$ cat config.mk
export PLATFORM = sky130hd
export DESIGN_NAME = truth_table_sequencer
export DESIGN_NICKNAME = d
export VERILOG_FILES = /design/src/rtl/truth_table_sequencer_pkg.sv /design/src/rtl/truth_table_sequencer_hold_timer.sv /design/src/rtl/truth_table_sequencer.sv
export SDC_FILE = /design/constraint.sdc
export NUM_CORES = 1
export LEC_CHECK = 0
export ABC_AREA = 0
export BUFFER_PORTS_ARGS = -buffer_cell sky130_fd_sc_hd__buf_4
export CELL_PAD_IN_SITES_DETAIL_PLACEMENT = 1
export CELL_PAD_IN_SITES_GLOBAL_PLACEMENT = 1
export CORE_MARGIN = 4
export CORE_UTILIZATION = 35
export CTS_CLUSTER_SIZE = 28
export DETAILED_ROUTE_END_ITERATION = 7
export HOLD_SLACK_MARGIN = 0.06
export PLACE_DENSITY_LB_ADDON = 0.12
export REMOVE_ABC_BUFFERS = 1
export SLEW_MARGIN = 30
export SYNTH_ARGS = -nofsm -noshare
export SYNTH_HDL_FRONTEND = slang
export SYNTH_SLANG_ARGS = --single-unit
export TNS_END_PERCENT = 10
$ cat constraint.sdc
create_clock -name clk -period 1.5 [get_ports clk]
set_input_delay 0.225 -clock clk [delete_from_list [all_inputs] [get_ports clk]]
set_output_delay 0.225 -clock clk [all_outputs]
set_load 0.005 [all_outputs]
$ cat src/rtl/truth_table_sequencer_pkg.sv
// Shared types and combo ordering for the truth-table sequencer.
// Define SEQ_GRAY_ORDER_EN to walk the input combinations in Gray order.
package seq_pkg;

  localparam int NUM_COMBOS = 4;

  typedef enum logic [1:0] {
    IDLE  = 2'd0,
    DRIVE = 2'd1,
    DONE  = 2'd2
  } state_t;

  // Maps step index to the {a,b} pair driven during that step.
  function automatic logic [1:0] combo(input logic [1:0] idx);
`ifdef SEQ_GRAY_ORDER_EN
    return {idx[1], idx[1] ^ idx[0]};
`else
    return idx;
`endif
  endfunction

endpackage

$ cat src/rtl/truth_table_sequencer_hold_timer.sv
// Hold-window counter: expire is high on the last cycle of each window.
module hold_timer #(
  parameter int HOLD_CYCLES = 10
) (
  input  logic clk,
  input  logic rst_n,
  input  logic clear,
  input  logic enable,
  output logic expire
);

  localparam int CNT_W = $clog2(HOLD_CYCLES + 1);

  logic [CNT_W-1:0] cnt;

  assign expire = (cnt == CNT_W'(HOLD_CYCLES - 1));

  always_ff @(posedge clk) begin
    if (!rst_n) begin
      cnt <= '0;
    end else if (clear) begin
      cnt <= '0;
    end else if (enable) begin
      if (expire) cnt <= '0;
      else        cnt <= cnt + CNT_W'(1);
    end
  end

endmodule

$ cat src/rtl/truth_table_sequencer.sv
// Drives a/b through all four combinations, samples c at the end of each
// hold window and compares the captured table. Option: SEQ_GRAY_ORDER_EN.
module truth_table_sequencer
  import seq_pkg::*;
#(
  parameter int         HOLD_CYCLES = 10,
  parameter logic [3:0] EXPECTED    = 4'b1000
) (
  input  logic       clk,
  input  logic       rst_n,
  input  logic       start,
  input  logic       c_in,
  output logic       a_out,
  output logic       b_out,
  output logic       busy,
  output logic       done,
  output logic       pass,
  output logic [3:0] truth
);

  state_t     state;
  logic [1:0] idx;
  logic [1:0] cur;
  logic       expire;
  logic [3:0] truth_next;

  hold_timer #(.HOLD_CYCLES(HOLD_CYCLES)) u_timer (
    .clk    (clk),
    .rst_n  (rst_n),
    .clear  (state == IDLE),
    .enable (state == DRIVE),
    .expire (expire)
  );

  assign cur = combo(idx);

  // Table including the sample taken on this edge, so pass sees all four bits.
  always_comb begin
    truth_next      = truth;
    truth_next[cur] = c_in;
  end

  always_ff @(posedge clk) begin
    if (!rst_n) begin
      state <= IDLE;
      idx   <= '0;
      a_out <= 1'b0;
      b_out <= 1'b0;
      busy  <= 1'b0;
      done  <= 1'b0;
      pass  <= 1'b0;
      truth <= '0;
    end else begin
      case (state)
        IDLE: begin
          a_out <= 1'b0;
          b_out <= 1'b0;
          busy  <= 1'b0;
          done  <= 1'b0;
          if (start) begin
            state          <= DRIVE;
            idx            <= '0;
            busy           <= 1'b1;
            truth          <= '0;
            pass           <= 1'b0;
            {a_out, b_out} <= combo(2'd0);
          end
        end
        DRIVE: begin
          if (expire) begin
            truth <= truth_next;
            if (idx == 2'(NUM_COMBOS - 1)) begin
              state <= DONE;
              busy  <= 1'b0;
              done  <= 1'b1;
              pass  <= (truth_next == EXPECTED);
            end else begin
              idx            <= idx + 2'd1;
              {a_out, b_out} <= combo(idx + 2'd1);
            end
          end
        end
        DONE: begin
          state <= IDLE;
          done  <= 1'b0;
          a_out <= 1'b0;
          b_out <= 1'b0;
        end
        default: begin
          state <= IDLE;
          busy  <= 1'b0;
          done  <= 1'b0;
        end
      endcase
    end
  end

endmodule

==> flow_summary.json, run 1 <==
{
  "fmax_mhz": 692,
  "cts_tree": "built",
  "slowest_delay_ns": 0.35,
  "grt_usage": 0.145,
  "place_area_sq_mm": 0.00110,
  "drt_iter0_drc": 17,
  "arrival_ns": 1.64,
  "clkTransAtPathRegs_ns": 0.10,
  "dieArea_sq_mm": 0.00356,
  "end_kind": "flip-flop",
  "dieHeight_microns": 59.6,
  "netlist_instances": 107,
  "hold_class": "in2reg",
  "finalHoldViolCount": 0,
  "yosysTopAreaCellShare": 0.365,
  "synth_seq_cells": 17,
  "num-nets-final": 137,
  "clock_skew_ns": 0.00709,
  "drcViolationCount": 0,
  "critPathLaunchType": "flip-flop",
  "cap_violations": 0,
  "ir_worst_vdd_mv": 0.474,
  "core_area_sq_mm": 0.00250,
  "min_path_cells": 3,
  "tightestPinTransition_ns": 0.313,
  "cts_buffer_depth": 2,
  "insertion_delay_ns": 0.30,
  "synthTopCellsByArea": "dfxtp_1, ha_1, mux2i_1",
  "register_area_sq_um": 342,
  "worstPathCellList": "ha_1 -> and3b_4 -> mux2_4 -> and2_4",
  "period_share": 0.964,
  "rows": 18,
  "fillCellCount": 305,
  "yosys.area.top_type": "dfxtp_1",
  "drv_slew": 0,
  "postCtsSetupRepairBufs": 0,
  "drive_gt1_frac": 0.260,
  "dpl.hpwl_microns": 1660,
  "grt_max_degree": 16,
  "final_area_sq_mm": 0.00114,
  "n_antenna_cell": 0,
  "ios": 13,
  "rr_worst_depth": 4,
  "cts-root-buf": "clkbuf_4",
  "start_util": 0.373,
  "syn_to_final_growth_pct": 21.7,
  "grt_pass1_vias": 835,
  "clock_sinks": 17,
  "die_width_microns": 59.6,
  "ant_nets": 0,
  "portBuffers": 12,
  "final_common_cell": "buf_4",
  "rsz0062_at_grt": "true",
  "grt_pass1_wl_microns": 3860,
  "ys_warn_count": 0,
  "place_ws_ns": 0.0635,
  "power.density_mw_per_mm2": 692,
  "gp_congestion": 0.737,
  "multiInputGateArea_sq_um": 554,
  "routed_wl_microns": 2280,
  "setup_slack_ns": 0.0541,
  "yosysSeqAreaShare": 0.365,
  "numCtsBuffers": 3,
  "overflow": 0,
  "path_max_fanout": 4,
  "final_cell_mix": "buf_4, dfxtp_1, nand3_1",
  "syn_avg_cell_area_sq_um": 8.72,
  "htree_levels": 1,
  "grt_antenna_before_repair": 0,
  "dr.pass1.iters": 4,
  "crit_type": "reg2reg",
  "p_leak_nw": 0.432,
  "status": "finished, final reports clean",
  "syn_area_sq_um": 933,
  "power_w": 0.000786,
  "slowest_stage": "dfxtp_2",
  "synth_cell_type_count": 32,
  "reg2reg_slack_ns": 0.05,
  "post_drt_wl_per_cell_microns": 14.5,
  "required_ns": 1.70,
  "finalSetupViolCount": 0,
  "fin_crit_ns": 1.45,
  "slew_headroom": 0.791,
  "dr_total_vias": 836,
  "drt-vias-per-instance": 5.32
}
==> stage by stage <==
step	hold WS, ns	util	cells	TNS (ns)
after floorplan	0.353	-	102	-0.420
after global placement	0.446	0.441	153	0
after detailed placement	0.456	0.441	153	0
after CTS	0.222	0.452	157	0
after global routing	0.237	0.454	157	0
final	0.231	0.454	157	0
==> synthesized netlist by cell type (all sizes together) <==
cell type	instances
a21oi	3
nand3	9
a31oi	2
and4bb	1
ha	5
nor2	8
nand2	8
dfxtp	17
mux2i	5
and3b	1
nor4b	1
and2b	1
a21boi	6
and4b	1
clkbuf	1
o31ai	1
nand3b	5
or2b	1
nor3	1
a222oi	1
nor3b	2
nand4	4
mux2	1
and2	2
nor2b	5
buf	4
inv	5
o21ai	6
==> flip-flops by register name, indices dropped and copies added (netlist names) <==
register	cells
truth	4
u_timer.cnt	4
cur	2
state	2
a_out	1
b_out	1
busy	1
done	1
pass	1
==> kinds of logic (layout without fill, tap and decap cells) <==
| group | count (synthesis) | in the layout | synth area share |
|---|---|---|---|
| AND/OR/NAND/NOR | 50 | 50 | 0.323 |
| AO/OA/AOI/OAI | 19 | 19 | 0.129 |
| flip-flops | 17 | 17 | 0.365 |
| buffers and inverters | 10 | 30 | 0.0469 |
| multiplexers | 6 | 6 | 0.0697 |
| adder cells (fa/ha/maj) | 5 | 5 | 0.0670 |
==> worst max-delay path: cells and delay by family (launching register included) <==
kind	cells	cell delay, ns
muxes	1	0.30
DFF	1	0.35
and+or+nand+nor	2	0.47
adders and majority gates	1	0.23
==> path summary, 6_finish.rpt <==
kind         startpoint        to
max reg2reg      cur[0]    cur[0]
min                c_in  truth[3]
max              cur[0]    cur[0]
min reg2reg       a_out     a_out
==> layout make-up <==
type                            count  area share
Multi-Input combinational cell     80       0.488
Sequential cell                    17       0.301
Timing Repair Buffer               21       0.139
Tap cell                           30      0.0330
Clock buffer                        4      0.0231
Inverter                            5      0.0165
==> metal layers <==
metal | vias to the layer above | GRT usage | routed length, microns
met2 | 13 | 0.215 | 984
met3 | 4 | 0.0414 | 95
met5 | - | 0 | 0
met1 | 397 | 0.201 | 1170
li1 | 422 | - | -
met4 | 0 | 0.0443 | 32
==> repair_timing <==
action	CTS	global route
setup endpoints to repair	0	2
resized for setup	0	5
hold buffers	0	0
endpoints found under the hold margin	0	0
==> report_power, final <==
part	total (W)	switching [W]	internal, W
Clock	0.000253	0.000149	0.000104
Sequential	0.000460	0.00000338	0.000457
Combinational	0.0000725	0.0000395	0.0000330
Total	0.000786	0.000192	0.000593
No activity file was read; power rests on OpenSTA's default activity.
==> inputs of run 2 (changes only) <==
Settings changed: REMOVE_ABC_BUFFERS 1 to default.
==> run 2 against run 1 <==
Sequential share of layout area fell by 0.74 points; routed wire length grew 7.0%; critical endpoint unchanged; via count grew 1.4%; highest routed layer unchanged; fmax grew 0.24%; largest cell class unchanged.
==> flow_summary.json, run 2 (same netlist as run 1, synthesis figures left out) <==
{
  "status": "finished, final reports clean",
  "ant_nets": 0,
  "utilization": 0.471,
  "hold_class": "in2reg",
  "syn_to_final_growth_pct": 26.1,
  "fin_cells": 157,
  "ir_worst_vdd_mv": 0.499,
  "arrival_ns": 1.64,
  "rows": 18,
  "setup_slack_ns": 0.0575,
  "routed_wl_microns": 2440,
  "num-nets-final": 137,
  "seq_power_share": 0.583,
  "numPlacedInstances": 153,
  "dr.pass1.iters": 4,
  "finalSetupViolCount": 0,
  "end_kind": "flip-flop",
  "overflow": 0,
  "dieHeight_microns": 59.6,
  "start_util": 0.373,
  "hold_slack_ns": 0.237,
  "p_int_w": 0.000592,
  "clock_sinks": 17,
  "fmax_mhz": 693,
  "p_leak_nw": 0.437,
  "slew_headroom": 0.777,
  "critPathLaunchType": "flip-flop",
  "grt_max_degree": 16,
  "grt_antenna_before_repair": 0,
  "insertion_delay_ns": 0.30,
  "clock_skew_ns": 0.0126,
  "htree_levels": 1,
  "p_comb_frac": 0.092,
  "crit_type": "reg2reg",
  "portBuffers": 12,
  "dpl.hpwl_microns": 1720,
  "required_ns": 1.69,
  "synth_nets": 116,
  "multiInputGateArea_sq_um": 589,
  "top_regs": "truth: 4 flops, u_timer.cnt: 4 flops",
  "fin_crit_ns": 1.44,
  "place_ws_ns": 0.0202,
  "final_cell_mix": "buf_4, dfxtp_1, nand3_1",
  "grt_pass1_wl_microns": 4180,
  "drcViolationCount": 0,
  "core_area_sq_mm": 0.00250,
  "dieArea_sq_mm": 0.00356,
  "switching_share": 0.248,
  "finalSetupTns_ns": 0,
  "cts_buffer_depth": 2,
  "die_width_microns": 59.6,
  "drt-vias-per-instance": 5.40,
  "rsz0062_at_grt": "false",
  "final_common_cell": "buf_4",
  "finalHoldViolCount": 0,
  "gp_congestion": 0.705,
  "grt_usage": 0.158,
  "power.density_mw_per_mm2": 668,
  "postCtsSetupRepairBufs": 0,
  "drv_slew": 0,
  "post_drt_wl_per_cell_microns": 15.5,
  "cts_tree": "built",
  "path_max_fanout": 4,
  "tightestPinTransition_ns": 0.335,
  "period_share": 0.962,
  "clkTransAtPathRegs_ns": 0.11,
  "dr_total_vias": 848,
  "n_antenna_cell": 0,
  "min_path_cells": 3,
  "rr_worst_depth": 4,
  "fillCellCount": 291,
  "power_frac_clock": 0.325,
  "drt_iter0_drc": 11,
  "grt_pass1_vias": 904,
  "numCtsBuffers": 3,
  "net-switching-power_w": 0.000195,
  "ios": 13,
  "register_area_sq_um": 345,
  "drive_gt1_frac": 0.291,
  "cap_violations": 0,
  "cts-root-buf": "clkbuf_4"
}
-- run 2: cell counts in the layout (fill, tap and decap cells not counted) --
No cell type changed its count.
-- run 2: path summary, 6_finish.rpt --
check | startpoint | end | slack (ns)
worst max-delay path | cur[0] | cur[0] | 0.06
worst min-delay path | c_in | truth[2] | 0.24
worst max register to register | cur[0] | cur[0] | 0.06
worst min register to register | a_out | a_out | 0.47
-- run 2: area by class of cell --
class / instances / area share
multi-input cells: 80 / 0.501
inverters: 5 / 0.0181
repair buffers: 21 / 0.134
well taps: 30 / 0.0319
clock buffers: 4 / 0.0223
flip-flops and latches: 17 / 0.293
-- run 2: through the flow --
stage               total power [W]  area, sq um
floorplan                  0.000510          933
global placement           0.000542         1100
detailed placement         0.000544         1100
CTS                        0.000798         1130
global route               0.000818         1180
finish                     0.000787         1180
-- run 2: worst max-delay path, cell delays in order, from the launching register on --
cell and delay, ns:
dfxtp_4 0.38, ha_2 0.20, and3b_4 0.32, mux2_4 0.29, and2_4 0.15
-- run 2: metal layers --
metal	global-route usage	part of all wire	vias up
met3	0.0458	0.046	2
met1	0.207	0.48	412
met5	0	0	-
met2	0.247	0.47	15
li1	-	-	419
met4	0.0506	0.0078	0
-- run 2: power groups by stage --
| stage | logic [W] | clock network, W | registers, W |
|---|---|---|---|
| global placement | 0.0000721 | 0 | 0.000470 |
| floorplan | 0.0000387 | 0 | 0.000471 |
| detailed placement | 0.0000731 | 0 | 0.000470 |
| finish | 0.0000725 | 0.000256 | 0.000458 |
| global route | 0.0000809 | 0.000278 | 0.000459 |
| CTS | 0.0000737 | 0.000264 | 0.000460 |
-- run 2: repair_timing --
action	4_1_cts	5_1_grt
gates resized for setup	0	13
setup endpoints to repair	1	1
pin swaps	1	2
hold buffers	0	0
==> inputs of run 3 (changes only) <==
Settings changed: RECOVER_POWER from default to 25.
==> run 3 against run 2 <==
Combinational power hardly changed; register-to-register slack hardly changed; via count is 0.94% lower; critical endpoint unchanged; critical path type unchanged; cell count stayed put.
==> flow_summary.json, run 3 (same netlist as run 1, synthesis figures left out) <==
{
  "start_util": 0.373,
  "fin_crit_ns": 1.44,
  "synth_nets": 116,
  "n_antenna_cell": 0,
  "grt_pass1_wl_microns": 4180,
  "dpl.hpwl_microns": 1720,
  "portBuffers": 12,
  "hold_class": "in2reg",
  "arrival_ns": 1.63,
  "worstPathCellList": "ha_2 -> and3b_4 -> mux2_4 -> and2_4",
  "rsz0062_at_grt": "false",
  "power.density_mw_per_mm2": 663,
  "dr_total_vias": 840,
  "grt_pass1_vias": 904,
  "core_area_sq_mm": 0.00250,
  "ant_nets": 0,
  "num-nets-final": 137,
  "cap_violations": 0,
  "gp_congestion": 0.705,
  "critPathLaunchType": "flip-flop",
  "rr_endpoint": "cur[0]",
  "required_ns": 1.69,
  "rows": 18,
  "p_comb_frac": 0.093,
  "grt_antenna_before_repair": 0,
  "drt-vias-per-instance": 5.35,
  "use_met2": 0.247,
  "net-switching-power_w": 0.000190,
  "min_path_cells": 3,
  "grtUsageMet1": 0.207,
  "fmax_mhz": 694,
  "power_w": 0.000781,
  "cts_buffer_depth": 2,
  "rr_startpoint": "cur[0]",
  "htree_levels": 1,
  "drv_slew": 0,
  "insertion_delay_ns": 0.29,
  "hold_buffers": 0,
  "dieArea_sq_mm": 0.00356,
  "post_drt_wl_per_cell_microns": 15.4,
  "switching_share": 0.243,
  "crit_type": "reg2reg",
  "overflow": 0,
  "ios": 13,
  "period_share": 0.960,
  "use_met3": 0.0458,
  "grt_max_degree": 16,
  "postCtsSetupRepairBufs": 0,
  "numCtsBuffers": 3,
  "final_cell_mix": "dfxtp_1, buf_4, nand3_1, clkbuf_4",
  "clock_sinks": 17,
  "routed_wl_microns": 2420,
  "dr.pass1.iters": 4,
  "drt_iter0_drc": 12,
  "min_from": "c_in",
  "p_leak_nw": 0.433,
  "die_width_microns": 59.6,
  "syn_to_final_growth_pct": 26.1,
  "clock_skew_ns": 0.00873,
  "finalSetupViolCount": 0,
  "grt_usage": 0.158,
  "drive_gt1_frac": 0.291,
  "clkTransAtPathRegs_ns": 0.11,
  "ir_worst_vdd_mv": 0.500,
  "top_regs": "truth: 4 flops, u_timer.cnt: 4 flops",
  "finalSetupTns_ns": 0,
  "drcViolationCount": 0,
  "power_frac_clock": 0.321,
  "cts-root-buf": "clkbuf_4",
  "slowest_delay_ns": 0.38,
  "finalHoldViolCount": 0,
  "reg2reg_slack_ns": 0.06,
  "end_kind": "flip-flop",
  "p_int_w": 0.000591,
  "status": "finished, final reports clean",
  "tightestPinTransition_ns": 0.333,
  "path_max_fanout": 4,
  "cts_tree": "built",
  "slew_headroom": 0.778,
  "dieHeight_microns": 59.6,
  "hold_end": "truth[2]",
  "top_usage_layer": "met2",
  "slowest_stage": "dfxtp_4",
  "rr_worst_depth": 4,
  "seq_power_share": 0.587
}
[run 3: changes by cell type in the layout (fill, tap and decap cells not counted)]
cell | previous run | this run
buf_4 | 21 | 15
clkbuf_4 | 3 | 9
[run 3: worst max-delay path by stage]
stage / cells past startpoint / start / endpoint / slack (ns)
after floorplan: 5 / state[0] / cur[0] / 0.07
after CTS: 6 / cur[0] / pass / 0.01
after global placement: 4 / cur[0] / cur[0] / 0.10
final: 4 / cur[0] / cur[0] / 0.06
after global routing: 6 / cur[0] / pass / 0.02
after detailed placement: 6 / cur[0] / pass / 0.02
[run 3: area by class of cell]
type	count	area (sq um)
inverters	5	21.3
clock buffers	4	26.3
flip-flops and latches	17	345
repair buffers	21	158
multi-input cells	80	589
fillers	291	1320
well taps	30	37.5
[run 3: per-layer routing]
layer  part of all wire  routed length (microns)
met5                  0                        0
met4             0.0079                       19
met3              0.034                       83
met2               0.47                     1130
met1               0.49                     1190
[run 3: through the flow]
step / instances / setup slack (ns) / cell area, sq um / hold WS (ns) / util
2_1_floorplan: 107 / 0.0661 / 933 / 0.379 / -
3_3_place_gp: 153 / 0.101 / 1100 / 0.448 / 0.441
3_5_place_dp: 153 / 0.0202 / 1100 / 0.459 / 0.441
4_1_cts: 157 / 0.0135 / 1130 / 0.234 / 0.452
5_1_grt: 157 / 0.0249 / 1180 / 0.242 / 0.471
6_report: 157 / 0.0593 / 1180 / 0.244 / 0.471
[run 3: what timing repair did]
item                                    4_1_cts  5_1_grt
endpoints found under the hold margin         0        0
resized for setup                             0       13
endpoints found under the setup margin        1        1
pin swaps                                     1        2
[run 3: power groups by stage]
| stage | combinational (W) | sequential (W) | clock, W |
|---|---|---|---|
| after floorplan | 0.0000387 | 0.000471 | 0 |
| after global placement | 0.0000721 | 0.000470 | 0 |
| after detailed placement | 0.0000731 | 0.000470 | 0 |
| after CTS | 0.0000737 | 0.000460 | 0.000264 |
| after global routing | 0.0000807 | 0.000459 | 0.000278 |
| final | 0.0000723 | 0.000458 | 0.000250 |
[run 3: worst max-delay path: cells and delay by family (launching register included)]
family | cells | cell delay [ns]
flops | 1 | 0.38
simple gates | 2 | 0.47
fa+ha+maj | 1 | 0.20
mux | 1 | 0.29
